### src/rtl/simon_data_out.sv
// SIMON output packetiser: gathers one or two result blocks from the core
// and presents them as a data/count/info byte packet to the external reader.
module simon_data_out #(
    parameter int N    = 16,
    parameter int M    = 4,
    parameter int MODE = 0
) (
    input  logic                 clk,
    input  logic                 R,
    input  logic                 newBlock,
    input  logic [1:0][N-1:0]    blockOUT,
    input  logic [7:0]           infoOUT,
    output logic                 loadBlock,
    input  logic                 readPkt,
    output logic                 pktReady,
    output logic [N/2+1:0][7:0]  out,
    output logic [7:0]           countOUT,
    output logic                 err
);

    localparam logic [3:0] MODE_C = 4'(MODE);

    typedef enum logic [2:0] {
        IDLE,
        CAPTURE,
        RELEASE,
        BUILD,
        SEND,
        DRAIN
    } state_t;

    state_t              state;
    state_t              state_nx;
    logic [3:0][N-1:0]   words;
    logic [1:0]          info_q;
    logic                half;
    logic                drop;
    logic [7:0]          count_pkt;

    // Key-direction bits of the info byte and M are not needed on this side.
    logic unused_ok;
    assign unused_ok = ^{infoOUT[5:4], 8'(M)};

    always_ff @(posedge clk or posedge R) begin
        if (R) begin
            state <= IDLE;
        end else begin
            state <= state_nx;
        end
    end

    always_comb begin
        state_nx = state;
        unique case (state)
            IDLE: begin
                if (newBlock && !loadBlock) begin
                    state_nx = CAPTURE;
                end
            end
            CAPTURE: state_nx = RELEASE;
            RELEASE: begin
                if (!newBlock) begin
                    if (drop) begin
                        state_nx = IDLE;
                    end else if (info_q[1] && !half) begin
                        state_nx = IDLE;
                    end else begin
                        state_nx = BUILD;
                    end
                end
            end
            BUILD: state_nx = SEND;
            SEND: begin
                if (readPkt) begin
                    state_nx = DRAIN;
                end
            end
            DRAIN: begin
                if (!readPkt) begin
                    state_nx = IDLE;
                end
            end
            default: state_nx = IDLE;
        endcase
    end

    always_ff @(posedge clk or posedge R) begin
        if (R) begin
            words     <= '0;
            info_q    <= '0;
            half      <= 1'b0;
            drop      <= 1'b0;
            count_pkt <= '0;
            err       <= 1'b0;
            loadBlock <= 1'b0;
            pktReady  <= 1'b0;
            out       <= '0;
            countOUT  <= '0;
        end else begin
            case (state)
                CAPTURE: begin
                    loadBlock <= 1'b1;
                    if (infoOUT[3:0] != MODE_C) begin
                        err  <= 1'b1;
                        drop <= 1'b1;
                        half <= 1'b0;
                    end else begin
                        drop <= 1'b0;
                        words[{half, 1'b0}] <= blockOUT[0];
                        words[{half, 1'b1}] <= blockOUT[1];
                        // Only the first block of a pair governs the packet.
                        if (!half) begin
                            info_q <= infoOUT[7:6];
                        end
                    end
                end
                RELEASE: begin
                    if (!newBlock) begin
                        loadBlock <= 1'b0;
                        if (!drop && info_q[1] && !half) begin
                            half <= 1'b1;
                        end
                    end
                end
                BUILD: begin
                    out       <= {info_q, 2'b01, MODE_C, count_pkt, words};
                    countOUT  <= count_pkt;
                    count_pkt <= count_pkt + 8'd1;
                    pktReady  <= 1'b1;
                end
                SEND: begin
                    if (readPkt) begin
                        pktReady <= 1'b0;
                        half     <= 1'b0;
                        words    <= '0;
                    end
                end
                default: ;
            endcase
        end
    end

endmodule

### config.mk
export PLATFORM = sky130hd
export DESIGN_NAME = simon_data_out
export DESIGN_NICKNAME = d
export VERILOG_FILES = /design/src/rtl/simon_data_out.sv
export SDC_FILE = /design/constraint.sdc
export NUM_CORES = 1
export LEC_CHECK = 0
export CAP_MARGIN = 40
export CORE_MARGIN = 2
export CORE_UTILIZATION = 55
export DETAILED_ROUTE_END_ITERATION = 8
export GPL_TIMING_DRIVEN = 1
export PLACE_DENSITY = 0.85
export SYNTH_ARGS = -nofsm -noshare
export SYNTH_HDL_FRONTEND = slang
export SYNTH_SLANG_ARGS = --single-unit
### constraint.sdc
create_clock -name clk -period 7.8 [get_ports clk]
set_input_delay 0.78 -clock clk [delete_from_list [all_inputs] [get_ports clk]]
set_output_delay 0.78 -clock clk [all_outputs]
set_load 0.01 [all_outputs]
==> summary.md, run 1 <==
| Metric | Value |
|---|---|
| CP Data Arrival Time | 3030 ps |
| Initial Util | 55.8% |
| Area Overhead vs Synth | 29.1% |
| H-tree depth | 4 |
| Top layer in use | met4 |
| Clock Skew | 8.74 ps |
| RSZ-0062 raised after global routing | false |
| Leading cell type in the layout, fill and taps excluded | nand2_1 |
| Combinational cell fraction of total power | 22.4% |
| Fin crit share | 35.1% |
| Adder-Cell Fraction of Synth Area | 0.198% |
| TritonCTS clock tree | done |
| Max IR drop VDD | 0.195 mV |
| Avg Cell Area, Syn | 9.21 um2 |
| Final Critical Period | 2740 ps |
| Flop-to-flop setup slack | 5420 ps |
| Total power | 2.42 mW |
| Xor/xnor share of the synthesized area | 1.11% |
| Yosys Warn Count | 0 |
| Initial antenna violation count | 0 |
| Crit-path max FO | 34 |
| Switching part of the total | 29.5% |
| Least-Margin Pin Slew | 737 ps |
| Clock sink count | 157 |
| First-pass GRT wire length | 24200 um |
| Top Ports | 135 |
| Worst-path clk slew | 60 ps |
| Clk root buf | clkbuf_16 |
| Post-synthesis sequential area ratio | 62.2% |
| Routed vias/inst | 5.20 |
| Status | complete, no violations |
| Synth Area in Simple Gates | 22.5% |
| Number of iterations in the first detailed-routing pass | 5 |
| Yosys reg bits | 157 |
| CTS Buf Count | 17 |
| Vias | 4930 |
| Largest net degree at the start of global routing | 84 |
| Skew-Pair Late Insertion Delay | 420 ps |
| Number of max-cap violations | 0 |
| FFs w/ async S/R, synth | 100% |
| Power per cell area | 297 nW/um2 |
| Global route overflow | 0 |
| Startpoint Class | input pin |
| Cts hold-fix bufs | 0 |
| Num rows | 39 |
| HP Class | flip-flop to flip-flop |
| F_max | 365 MHz |
| PostCTS Resize Cnt | 0 |
| Post-DP HPWL | 9220 um |
| Total Wirelength | 14400 um |
| Postcts setup bufs | 0 |
| Final RePlAce weighted congestion | 0.849 |
| WS Path Type | input pin to flip-flop |
| Fin Setup TNS | 0 ps |
| Die height | 111 um |
| Post-synthesis compound-gate area fraction | 6.85% |
| Util after Layout | 72.1% |
| DRC Markers | 0 |
| Routed wl met3 | 776 um |
| Library cells used by synthesis | 39 |
| DR WL met2 | 7340 um |
| Synthesized netlist cell count | 686 |
| NetSw | 0.716 mW |
| Proportion of synthesized area in mux cells | 0.178% |
| Post-DRT Antenna Nets | 0 |
| Most frequent cells in the layout | 294 x nand2_1, 157 x dfrtp_1, 127 x clkdlybuf4s50_1, 63 x o21ai_0, 36 x inv_1 |
| Share of cells above drive strength 1 | 5.22% |
| Core area | 11300 um2 |
| Nets@finish | 838 |
| Number of flops mapped to enable cells by yosys | 0 |
| Largest family of logic cells by synthesized area | simple AND/OR/NAND/NOR gates |
| Clk pwr share | 31.6% |
| Die Area | 12400 um2 |
| Pleak | 4.06 nW |
| Routed len/inst | 15.1 um |
| Fill count | 812 |
| Number of global-route vias before repair | 4941 |
| Global Route Usage Sum | 24.7% |
| DIE WIDTH | 111 um |
| Post-Route M1 WL | 6010 um |
| Final setup fails | 0 |
| Mapped cell area | 6320 um2 |
| Slew Limit Fails | 0 |
| Int Pwr | 1.71 mW |
| # port buffers | 127 |
| Antenna Cells | 0 |
| Final hold viol count | 0 |
| Sequential Power Share | 46.0% |
| WP data required | 8090 ps |
| Max clock buf depth | 2 |
| Main synth FF type | dfrtp_1 |
| Slew headroom | 50.7% |
| Setup crit end kind | flip-flop |
| DRT iter0 DRCs | 398 |
state kept, by name, summed over array words and instances (netlist names), 2 cells and up:
| name | count |
|---|---|
| out | 67 |
| count_pkt | 8 |
| info_q | 2 |
| countOUT | 8 |
| state | 3 |
| words | 64 |
cell usage after synthesis, drive strengths merged, types with 2 or more instances:
| master | instances | area, um2 |
|---|---|---|
| nand3 | 36 | 180 |
| nand2 | 294 | 1100 |
| nand2b | 2 | 12.5 |
| nor2 | 4 | 15.0 |
| a21oi | 2 | 10.0 |
| a31oi | 3 | 18.8 |
| o21ai | 68 | 340 |
| buf | 34 | 230 |
| and3 | 2 | 12.5 |
| dfrtp | 157 | 3930 |
| inv | 37 | 139 |
| nand4 | 3 | 25.0 |
| clkbuf | 18 | 70.1 |
| xnor2 | 7 | 61.3 |
cells by family (layout without fill, tap and decap cells):
| family | count (synthesis) | count (layout) |
|---|---|---|
| other | 1 | 5 |
| AND/OR/NAND/NOR | 348 | 348 |
| buffers and inverters | 89 | 204 |
| flip-flops | 157 | 157 |
| adder cells (fa/ha/maj) | 1 | 1 |
| XOR/XNOR | 8 | 8 |
| AO/OA/AOI/OAI | 81 | 81 |
| multiplexers | 1 | 1 |
critical path: stages:
cell,delay [ps]
clkdlybuf4s50_1,440
nor4_4,410
nand4_2,640
buf_4,500
nand3_1,130
o21ai_0,100
metrics by stage:
step	worst slack (ps)	cells	area [um2]	hold WS, ps
finish	5060	948	8160	466
global route	4840	948	8160	486
CTS	5050	948	8160	467
detailed placement	4630	917	7610	453
global placement	4530	914	7550	447
floorplan	2790	690	6330	435
final timing paths:
check / from / endpoint / cells past startpoint
max: infoOUT[1] / words[49] / 6
min: words[15] / out[15] / 2
max reg2reg: state[2] / words[49] / 5
min reg2reg: words[15] / out[15] / 2
max in group asynchronous: R / out[5] / 4
min in group asynchronous: R / countOUT[4] / 2
routing by layer:
| metal | GRT usage (%) | up-vias |
|---|---|---|
| li1 | - | 2355 |
| met1 | 31.7 | 2405 |
| met2 | 41.1 | 151 |
| met3 | 6.12 | 19 |
| met4 | 9.22 | 0 |
| met5 | 0 | - |
power by group through the flow:
stage	combinational [mW]	clock, mW	sequential [mW]
after CTS	0.548	0.777	1.11
after detailed placement	0.542	0	1.12
final	0.542	0.767	1.11
after floorplan	0.278	0	1.12
after global routing	0.602	0.810	1.14
after global placement	0.512	0	1.11
cell type report:
class | instances | area [um2] | area share, %
Clock buffer | 25 | 485 | 5.95
Clock inverter | 6 | 61.3 | 0.751
Inverter | 37 | 144 | 1.76
Multi-Input combinational cell | 444 | 1980 | 24.2
Sequential cell | 157 | 3930 | 48.2
Tap cell | 143 | 179 | 2.19
Timing Repair Buffer | 136 | 1380 | 16.9
No activity file was read; power rests on OpenSTA's default activity.
==> run 2, diff against run 1 <==
Settings changed: CORE_UTILIZATION 55 to 51, PLACE_DENSITY 0.85 to 0.8.
Clock period 7.8 ns to 2.7 ns, I/O delays scaled along.
==> run 2 against run 1 <==
Sequential share of layout area is 0.55 points lower. Register-to-register slack worse by 4600 ps. Cell count increased by 3.0%. Routed wire length down 2.2%. Critical path type is now flip-flop to flip-flop. Critical endpoint is now words[1]. Largest power group unchanged.
==> summary.md, run 2 (same netlist as run 1, synthesis figures left out) <==
| Metric | Value |
|---|---|
| Status | complete, no violations |
| Final hold viol count | 0 (unchanged) |
| Slew Limit Fails | 0 (unchanged) |
| Area Overhead vs Synth | 30.6% |
| Post-DRT Antenna Nets | 0 (unchanged) |
| Fin crit share | 69.7% |
| Top Ports | 135 (unchanged) |
| Number of global-route vias before repair | 4923 (-0.36%) |
| Nets@finish | 841 (+0.36%) |
| Clock Skew | 6.81 ps (-1.92 ps) |
| Number of iterations in the first detailed-routing pass | 4 (-1) |
| Global Route Usage Sum | 22.4% (-2.3 points) |
| Routed len/inst | 14.4 um (-5.0%) |
| Die Area | 13300 um2 (+7.5%) |
| Register area | 3930 um2 (unchanged) |
| Fin Setup TNS | 0 ps (unchanged) |
| Post-Layout Cell Count | 976 (+3.0%) |
| F_max | 531 MHz |
| Global route overflow | 0 (unchanged) |
| Reg with most FFs | out |
| Leading cell type in the layout, fill and taps excluded | nand2_1 |
| Flop-to-flop setup slack | 820 ps (-4600 ps) |
| Least-Margin Pin Slew | 807 ps (+70.2 ps) |
| Total Wirelength | 14000 um (-2.2%) |
| Skew-Pair Late Insertion Delay | 420 ps (about the same) |
| First-pass GRT wire length | 23100 um (-4.6%) |
| Util after Layout | 68.4% (-3.6 points) |
| CTS Buf Count | 17 (unchanged) |
| DRT iter0 DRCs | 350 (-12%) |
| Postcts setup bufs | 0 (unchanged) |
| Pleak | 4.10 nW (+1.0%) |
| Slew headroom | 46.2% (-4.6 points) |
| Largest regs | out (67), words (64) |
| Setup ws final | 818 ps (-4240 ps) |
| RSZ-0062 raised after global routing | false |
| Number of max-cap violations | 0 (unchanged) |
| Fill count | 912 (+12%) |
| Cts hold-fix bufs | 0 (unchanged) |
| Final setup fails | 0 (unchanged) |
| Worst Hold Launch | infoOUT[7] |
| WP data required | 2980 ps (-5110 ps) |
| Final Critical Period | 1880 ps |
| CP Data Arrival Time | 2170 ps (-860 ps) |
| Max FFs per register | 67 (unchanged) |
| FF-to-FF Start | state[2] |
| Clk root buf | clkbuf_16 |
| WS Path Type | flip-flop to flip-flop |
| Crit-path max FO | 38 (+12%) |
| Routed vias/inst | 5.04 (-3.1%) |
| HP Class | input pin to flip-flop |
| Hold WS | 416 ps (-50.0 ps) |
| TritonCTS clock tree | done |
| Clock sink count | 157 (unchanged) |
| Most frequent cells in the layout | 294 x nand2_1, 157 x dfrtp_1, 127 x clkdlybuf4s50_1, 63 x o21ai_0, 36 x inv_1 |
| Largest net degree at the start of global routing | 158 (+88%) |
| Power per cell area | 880 nW/um2 (+200%) |
| Num rows | 40 (+2.6%) |
| Placed insts | 945 (+3.1%) |
| Crit. Startpoint | state[2] |
| Share of cells above drive strength 1 | 5.94% (+0.72 points) |
| PostCTS Resize Cnt | 0 (unchanged) |
| DRC Markers | 0 (unchanged) |
| Setup crit end kind | flip-flop |
| Die height | 115 um (+3.7%) |
| Startpoint Class | flip-flop |
| Worst-path clk slew | 60 ps (about the same) |
| Post-DP HPWL | 9180 um (-0.44%) |
| Vias | 4917 (-0.26%) |
| Area of the multi-input gates | 1980 um2 (unchanged) |
| Final RePlAce weighted congestion | 0.764 (-10%) |
| DP Worst Slack | 575 ps (-4060 ps) |
| DIE WIDTH | 115 um (+3.7%) |
| Max IR drop VDD | 0.457 mV (+130%) |
| # port buffers | 127 (unchanged) |
| Initial antenna violation count | 0 (unchanged) |
| Core area | 12100 um2 (+6.5%) |
| Antenna Cells | 0 (unchanged) |
| Max clock buf depth | 2 (unchanged) |
| Initial Util | 52.4% (-3.4 points) |
| H-tree depth | 4 (unchanged) |
[run 2: cell count changes in the layout (fill, tap and decap cells not counted), sizes merged]
cell | before | now
buf | 9 | 12
clkinv | 4 | 3
bufinv | 1 | 3
inv | 37 | 36
[run 2: final cells by class]
class                   instances  area share [%]
clock inverters                 6            1.27
well taps                     168            2.55
inverters                      37            1.73
clock buffers                  25            6.25
flip-flops and latches        157            47.6
multi-input cells             444            24.0
repair buffers                139            16.6
[run 2: final timing paths]
path / cells after the start / end
setup / recovery: 4 / words[1]
hold / removal: 3 / info_q[1]
setup reg to reg: 4 / words[1]
hold reg to reg: 2 / out[60]
max in group asynchronous: 3 / out[12]
min in group asynchronous: 3 / countOUT[5]
[run 2: metrics by stage]
stage	instance area [um2]	power [mW]
2_1_floorplan	6340	4.05
3_3_place_gp	7630	4.72
3_5_place_dp	7630	4.82
4_1_cts	8250	7.32
5_1_grt	8250	7.63
6_report	8250	7.26
[run 2: worst max-delay path, stage by stage, from the launching register on]
cell     delay, ps
dfrtp_1        510
nor2_1         390
and4b_2        340
buf_4          330
o21ai_0        160
[run 2: where the power goes]
part	switching [mW]	internal (mW)
Clock	0.880	1.59
Combinational	0.821	0.734
Sequential	0.370	2.87
Total	2.07	5.19
[run 2: routing by layer]
| metal | share of wire, % | up-vias | wire, um | global-route usage, % |
|---|---|---|---|---|
| li1 | - | 2372 | - | - |
| met1 | 43 | 2366 | 5990 | 27.9 |
| met2 | 49 | 156 | 6930 | 36.4 |
| met3 | 6.1 | 23 | 861 | 7.38 |
| met4 | 1.9 | 0 | 261 | 8.76 |
| met5 | 0 | - | 0 | 0 |
